==> config.mk <==
export PLATFORM = sky130hd
export DESIGN_NAME = sha3_byte_packer_flat
export DESIGN_NICKNAME = d
export VERILOG_FILES = /design/src/rtl/sha3_byte_packer_if.sv /design/src/rtl/sha3_byte_packer.sv /design/src/flat_wrapper.sv
export SDC_FILE = /design/constraint.sdc
export NUM_CORES = 1
export LEC_CHECK = 0
export CORE_MARGIN = 5
export CORE_UTILIZATION = 45
export DETAILED_ROUTE_END_ITERATION = 8
export MAX_ROUTING_LAYER = met4
export PLACE_DENSITY = 0.66
export SLEW_MARGIN = 20
export SYNTH_ARGS = -nofsm -noshare
export SYNTH_HDL_FRONTEND = slang
export SYNTH_SLANG_ARGS = --single-unit
==> constraint.sdc <==
create_clock -name clk -period 2.6 [get_ports clk]
set_input_delay 0.65 -clock clk [delete_from_list [all_inputs] [get_ports clk]]
set_output_delay 0.65 -clock clk [all_outputs]
set_load 0.02 [all_outputs]
==> src/rtl/sha3_byte_packer_if.sv <==
// Byte-stream and padder word-port bundle for sha3_byte_packer.
// msg_bytes exists only when SHA3_PACKER_LEN_COUNT_EN is defined.
interface sha3_byte_packer_if #(
    parameter int LEN_W = 16
) ();
    logic [7:0]  byte_in;
    logic        byte_valid;
    logic        byte_last;
    logic        msg_end;
    logic        byte_ack;
    logic [31:0] out;
    logic        out_ready;
    logic        out_last;
    logic [1:0]  out_byte_num;
    logic        buffer_full;
    logic        done;
`ifdef SHA3_PACKER_LEN_COUNT_EN
    logic [LEN_W-1:0] msg_bytes;
`endif

    modport master (
        output byte_in, byte_valid, byte_last, msg_end, buffer_full,
        input  byte_ack, out, out_ready, out_last, out_byte_num, done
`ifdef SHA3_PACKER_LEN_COUNT_EN
        , input msg_bytes
`endif
    );

    modport slave (
        input  byte_in, byte_valid, byte_last, msg_end, buffer_full,
        output byte_ack, out, out_ready, out_last, out_byte_num, done
`ifdef SHA3_PACKER_LEN_COUNT_EN
        , output msg_bytes
`endif
    );
endinterface

==> src/rtl/sha3_byte_packer.sv <==
// Packs a byte stream big-endian into 32-bit words for the SHA3-256 padder.
// Define SHA3_PACKER_LEN_COUNT_EN to add the saturating msg_bytes counter.
module sha3_byte_packer #(
    parameter int LEN_W = 16
) (
    input logic              clk,
    input logic              reset,
    sha3_byte_packer_if.slave bus
);
    typedef enum logic [1:0] {
        ACCEPT,
        FLUSH,
        LAST_WAIT,
        DONE
    } state_t;

    state_t      state, state_n;
    logic [31:0] acc, acc_n;
    logic [1:0]  cnt, cnt_n;
    logic [31:0] out_q, out_n;
    logic        rdy_q, rdy_n;
    logic        last_q, last_n;
    logic [1:0]  bn_q, bn_n;

    logic        slot_free;
    logic        consumed;
    logic        ack;
    logic        take_byte;
    logic        take_end;
    logic [31:0] merged;

    always_ff @(posedge clk) begin
        if (reset) begin
            state  <= ACCEPT;
            acc    <= '0;
            cnt    <= '0;
            out_q  <= '0;
            rdy_q  <= 1'b0;
            last_q <= 1'b0;
            bn_q   <= '0;
        end else begin
            state  <= state_n;
            acc    <= acc_n;
            cnt    <= cnt_n;
            out_q  <= out_n;
            rdy_q  <= rdy_n;
            last_q <= last_n;
            bn_q   <= bn_n;
        end
    end

    always_comb begin
        slot_free = !rdy_q || !bus.buffer_full;
        consumed  = rdy_q && !bus.buffer_full;
        // Mid-word bytes can be taken even while the slot is blocked.
        ack = (state == ACCEPT) &&
              (slot_free ||
               (!bus.byte_last && !bus.msg_end && cnt != 2'd3));
        take_byte = ack && bus.byte_valid;
        take_end  = ack && bus.msg_end && !bus.byte_valid;

        merged = acc;
        unique case (cnt)
            2'd0: merged[31:24] = bus.byte_in;
            2'd1: merged[23:16] = bus.byte_in;
            2'd2: merged[15:8]  = bus.byte_in;
            2'd3: merged[7:0]   = bus.byte_in;
        endcase

        state_n = state;
        acc_n   = acc;
        cnt_n   = cnt;
        out_n   = out_q;
        rdy_n   = rdy_q && !consumed;
        last_n  = last_q;
        bn_n    = bn_q;

        unique case (state)
            ACCEPT: begin
                if (take_byte) begin
                    if (bus.byte_last || cnt == 2'd3) begin
                        out_n = merged;
                        rdy_n = 1'b1;
                        acc_n = '0;
                        cnt_n = '0;
                        if (!bus.byte_last) begin
                            last_n = 1'b0;
                            bn_n   = 2'd0;
                        end else if (cnt == 2'd3) begin
                            last_n  = 1'b0;
                            bn_n    = 2'd0;
                            state_n = FLUSH;
                        end else begin
                            last_n  = 1'b1;
                            bn_n    = cnt + 2'd1;
                            state_n = LAST_WAIT;
                        end
                    end else begin
                        acc_n = merged;
                        cnt_n = cnt + 2'd1;
                    end
                end else if (take_end) begin
                    out_n   = acc;
                    rdy_n   = 1'b1;
                    last_n  = 1'b1;
                    bn_n    = cnt;
                    acc_n   = '0;
                    cnt_n   = '0;
                    state_n = LAST_WAIT;
                end
            end
            FLUSH: begin
                // Empty terminating word owed after a full final word.
                if (slot_free) begin
                    out_n   = '0;
                    rdy_n   = 1'b1;
                    last_n  = 1'b1;
                    bn_n    = 2'd0;
                    state_n = LAST_WAIT;
                end
            end
            LAST_WAIT: begin
                if (consumed) state_n = DONE;
            end
            DONE: begin
            end
        endcase
    end

    assign bus.byte_ack     = ack;
    assign bus.out          = out_q;
    assign bus.out_ready    = rdy_q;
    assign bus.out_last     = last_q;
    assign bus.out_byte_num = bn_q;
    assign bus.done         = (state == DONE);

`ifdef SHA3_PACKER_LEN_COUNT_EN
    logic [LEN_W-1:0] len_q;

    always_ff @(posedge clk) begin
        if (reset) begin
            len_q <= '0;
        end else if (take_byte && len_q != {LEN_W{1'b1}}) begin
            len_q <= len_q + 1'b1;
        end
    end

    assign bus.msg_bytes = len_q;
`endif
endmodule

==> src/flat_wrapper.sv <==
// flat-port wrapper written by rule: the top's interface ports become plain ports
module sha3_byte_packer_flat 
#(
    parameter int LEN_W = 16
)
  (clk, reset, bus_byte_in, bus_byte_valid, bus_byte_last, bus_msg_end, bus_buffer_full, bus_byte_ack, bus_out, bus_out_ready, bus_out_last, bus_out_byte_num, bus_done);
  sha3_byte_packer_if #(.LEN_W(LEN_W)) bus_i ();
  input logic clk;
  input logic reset;
  input wire logic [$bits(bus_i.byte_in)-1:0] bus_byte_in;
  input wire logic [$bits(bus_i.byte_valid)-1:0] bus_byte_valid;
  input wire logic [$bits(bus_i.byte_last)-1:0] bus_byte_last;
  input wire logic [$bits(bus_i.msg_end)-1:0] bus_msg_end;
  input wire logic [$bits(bus_i.buffer_full)-1:0] bus_buffer_full;
  output wire logic [$bits(bus_i.byte_ack)-1:0] bus_byte_ack;
  output wire logic [$bits(bus_i.out)-1:0] bus_out;
  output wire logic [$bits(bus_i.out_ready)-1:0] bus_out_ready;
  output wire logic [$bits(bus_i.out_last)-1:0] bus_out_last;
  output wire logic [$bits(bus_i.out_byte_num)-1:0] bus_out_byte_num;
  output wire logic [$bits(bus_i.done)-1:0] bus_done;
  assign bus_i.byte_in = bus_byte_in;
  assign bus_i.byte_valid = bus_byte_valid;
  assign bus_i.byte_last = bus_byte_last;
  assign bus_i.msg_end = bus_msg_end;
  assign bus_i.buffer_full = bus_buffer_full;
  assign bus_byte_ack = bus_i.byte_ack;
  assign bus_out = bus_i.out;
  assign bus_out_ready = bus_i.out_ready;
  assign bus_out_last = bus_i.out_last;
  assign bus_out_byte_num = bus_i.out_byte_num;
  assign bus_done = bus_i.done;
  sha3_byte_packer #(.LEN_W(LEN_W)) u_core (.clk(clk), .reset(reset), .bus(bus_i));
endmodule
==> metrics.md <==
| Metric | Value |
|---|---|
| Status | `complete, no violations` |
| Ys Warns | `0` |
| P per Cell Area | `879 mW/mm2` |
| First-iteration detailed-routing DRC count | `110` |
| Met3 wire length | `366 um` |
| Fill cells | `672` |
| Critical-path cell list | `clkdlybuf4s50_1, o311ai_4, and2_1, clkdlybuf4s15_2` |
| Share of cells above drive strength 1 | `23.2%` |
| Vias per std cell | `5.36` |
| P&R area growth vs syn | `26.1%` |
| RSZ-0062 raised after global routing | `false` |
| Mux share of post-synthesis cell area | `16.7%` |
| Core Box Area | `0.00777 mm2` |
| Setup slack after layout | `0.0476 ns` |
| Root Buffer | `clkbuf_8` |
| Synth Area in Compound Gates | `25.0%` |
| Width of the die | `99.7 um` |
| Clock sink count | `72` |
| Routability Congestion | `0.802` |
| DR pass1 iterations | `4` |
| Initial Utilization | `46.6%` |
| Height of the die | `99.7 um` |
| Post-synth EDFFs | `0` |
| Largest net degree at the start of global routing | `27` |
| Register area share after synthesis | `39.8%` |
| Max transition margin | `61.1%` |
| Full die area | `0.00993 mm2` |
| Worst setup SP type | `input pin` |
| Antenna violations before repair | `0` |
| Switching share of power | `35.4%` |
| # Post-CTS Setup Buffers | `0` |
| First-pass GRT wire length | `13.1 mm` |
| Max Slew Vio Count | `0` |
| Area of the multi-input gates | `0.00193 mm2` |
| CTS tree | `built` |
| Worst min-delay path class | `reg -> reg` |
| Worst-path clk slew | `0.08 ns` |
| Post-Place Setup Slack | `-0.308 ns` |
| Worst-skew pair later-pin latency | `0.35 ns` |
| ANT nets after route | `0` |
| Required @ worst endpoint | `1.95 ns` |
| Worst Path Arrival | `1.90 ns` |
| Pleak | `1.64 nW` |
| H-tree levels | `3` |
| Top delay family on crit path | `buffers and inverters` |
| Wire per inst | `16.4 um` |
| Post-synth cell types | `45` |
| Sequential power share | `32.1%` |
| Num rows | `32` |
| Ys flop type | `dfxtp_1` |
| F_max | `392 MHz` |
| Post-DP HPWL | `5.66 mm` |
| CP Max Fanout | `2` |
| Vias in the first global route | `2617` |
| Clock Skews | `0.00233 ns` |
| Fin crit period | `2.55 ns` |
| Gr usage total | `17.3%` |
| Net switching power figure | `1.42 mW` |
| Final Cycle Share | `98.2%` |
| Int Power | `2.59 mW` |
| Xor/xnor share of the synthesized area | `0.242%` |
| CP max stage cell | `clkdlybuf4s50_1` |
| Combinational Power Share | `40.0%` |
| Ports | `52` |
| Hold Fails Final Rpt | `0` |
| Overflow after GRT | `0` |
| Syn avg cell area | `11.1 um2` |
| Metal-1 WL | `3.88 mm` |
| Adder-cell share of the synthesized area | `2.77%` |
| Slew @ Worst Pin | `0.584 ns` |
| WP buf/inv | `2` |
| Num CTS Buffers | `9` |
| PortBufs | `51` |
| Routed WL | `8.12 mm` |
| CP Class | `in -> out` |
| Crit end category | `output pin` |
| Max-cap violations | `0` |
| Top Layer Used | `met4` |
| Synthesized cell area | `0.00362 mm2` |
| Synth async-reset ratio | `0%` |
| Worst vdd ir | `0.477 mV` |
| Final core utilization | `58.7%` |
| Synth Instances | `327` |
| DR DRC count | `0` |
| Crit path largest cell delay | `0.46 ns` |
| R2R Setup Slk | `0.64 ns` |
| Via count | `2650` |
| # setup viols final | `0` |
| Ant diodes | `0` |
| Max clock buf depth | `2` |
| Synth Net Count | `349` |
| Clock power share | `27.9%` |
| Largest family of logic cells by synthesized area | `compound AO/OA/AOI/OAI gates` |
| Simple logic cell fraction of the synthesized area | `8.68%` |
| Synthesized flop and latch total | `72` |
| Reg area | `0.00144 mm2` |
| Metal2 WL | `3.61 mm` |
| Nets | `409` |
-- power groups by stage --
stage          Sequential (mW)  Combinational [mW]  Clock (mW)
6_report                  1.29                1.60        1.12
5_1_grt                   1.30                1.72        1.18
4_1_cts                   1.28                1.61        1.14
3_5_place_dp              1.31                1.60           0
3_3_place_gp              1.31                1.58           0
2_1_floorplan             1.35                1.14           0
-- placed cells by master (no fill, tap or decap), types with 14 or more instances in the layout --
| cell type | instances |
|---|---|
| buf_4 | 16 |
| inv_1 | 25 |
| a21oi_1 | 14 |
| mux2_4 | 18 |
| dfxtp_1 | 72 |
| o2bb2ai_1 | 21 |
| o2bb2ai_2 | 24 |
| clkdlybuf4s50_1 | 50 |
| o21ai_0 | 18 |
| mux2i_1 | 31 |
-- layout make-up --
cell class	instances	share of cell area [%]
Multi-Input combinational cell	208	42.4
Sequential cell	72	31.6
Timing Repair Buffer	71	15.6
Clock buffer	11	3.32
Tap cell	102	2.80
Clock inverter	5	2.25
Inverter	25	2.06
-- final timing paths --
check,cells after the start,to,start
worst min-delay path,1,u_core.acc[1]$_SDFFE_PP0P_,u_core.acc[1]$_SDFFE_PP0P_
worst min register to register,1,u_core.acc[1]$_SDFFE_PP0P_,u_core.acc[1]$_SDFFE_PP0P_
worst max-delay path,4,bus_byte_ack,bus_msg_end
worst max register to register,7,u_core.bus.out[17]$_SDFFE_PP0P_,u_core.cnt[0]$_SDFFE_PP0P_
-- state kept, by name, summed over array words and instances, names as in the netlist --
signal                   count
u_core.acc                  32
u_core.bus.out              32
u_core.bus.out_byte_num      2
u_core.cnt                   2
u_core.state                 2
u_core.bus.out_last          1
u_core.bus.out_ready         1
-- per-layer routing --
metal,global-route usage (%),vias up
li1,-,1309
met1,22.5,1253
met2,25.3,66
met3,3.44,22
met4,9.24,0
met5,-,-
-- logic make-up (layout without fill, tap and decap cells) --
family          count (synthesis)  in the layout
buf+inv                        47            112
compound gates                 98             98
flops                          72             72
mux                            51             51
simple gates                   50             50
xor+xnor                        1              1
fa+ha+maj                       8              8
-- Yosys cell counts, drive strengths merged (2+ instances only) --
| cell type | n | area share (%) |
|---|---|---|
| a21oi | 15 | 2.4 |
| o211ai | 2 | 0.41 |
| and2 | 10 | 1.7 |
| o2bb2ai | 45 | 15 |
| nand2 | 5 | 0.52 |
| nor3 | 2 | 0.28 |
| inv | 25 | 2.6 |
| nor2 | 10 | 1.0 |
| a21o | 10 | 2.1 |
| o21ai | 18 | 2.5 |
| clkbuf | 6 | 0.66 |
| buf | 16 | 3.5 |
| nand3 | 11 | 2.2 |
| a221oi | 2 | 0.66 |
| mux2i | 31 | 8.6 |
| dfxtp | 72 | 40 |
| ha | 8 | 2.8 |
| mux2 | 20 | 8.1 |
| nand2b | 2 | 0.35 |
-- repair_timing --
| action | in CTS | in global routing |
|---|---|---|
| hold buffers | 0 | 0 |
| gates resized for setup | 3 | 0 |
| endpoints found under the setup margin | 1 | 0 |
| hold endpoints to repair | 0 | 0 |
-- stage by stage --
stage          hold slack, ns  area, um2  std cells  TNS, ns  total power [mW]
2_1_floorplan           0.423       3620        327        0              2.49
3_3_place_gp            0.435       4310        478   -0.287              2.89
3_5_place_dp            0.438       4310        478   -0.308              2.91
4_1_cts                 0.460       4560        494        0              4.03
5_1_grt                 0.472       4560        494        0              4.21
6_report                0.454       4560        494        0              4.01
No activity file was read; power rests on OpenSTA's default activity.
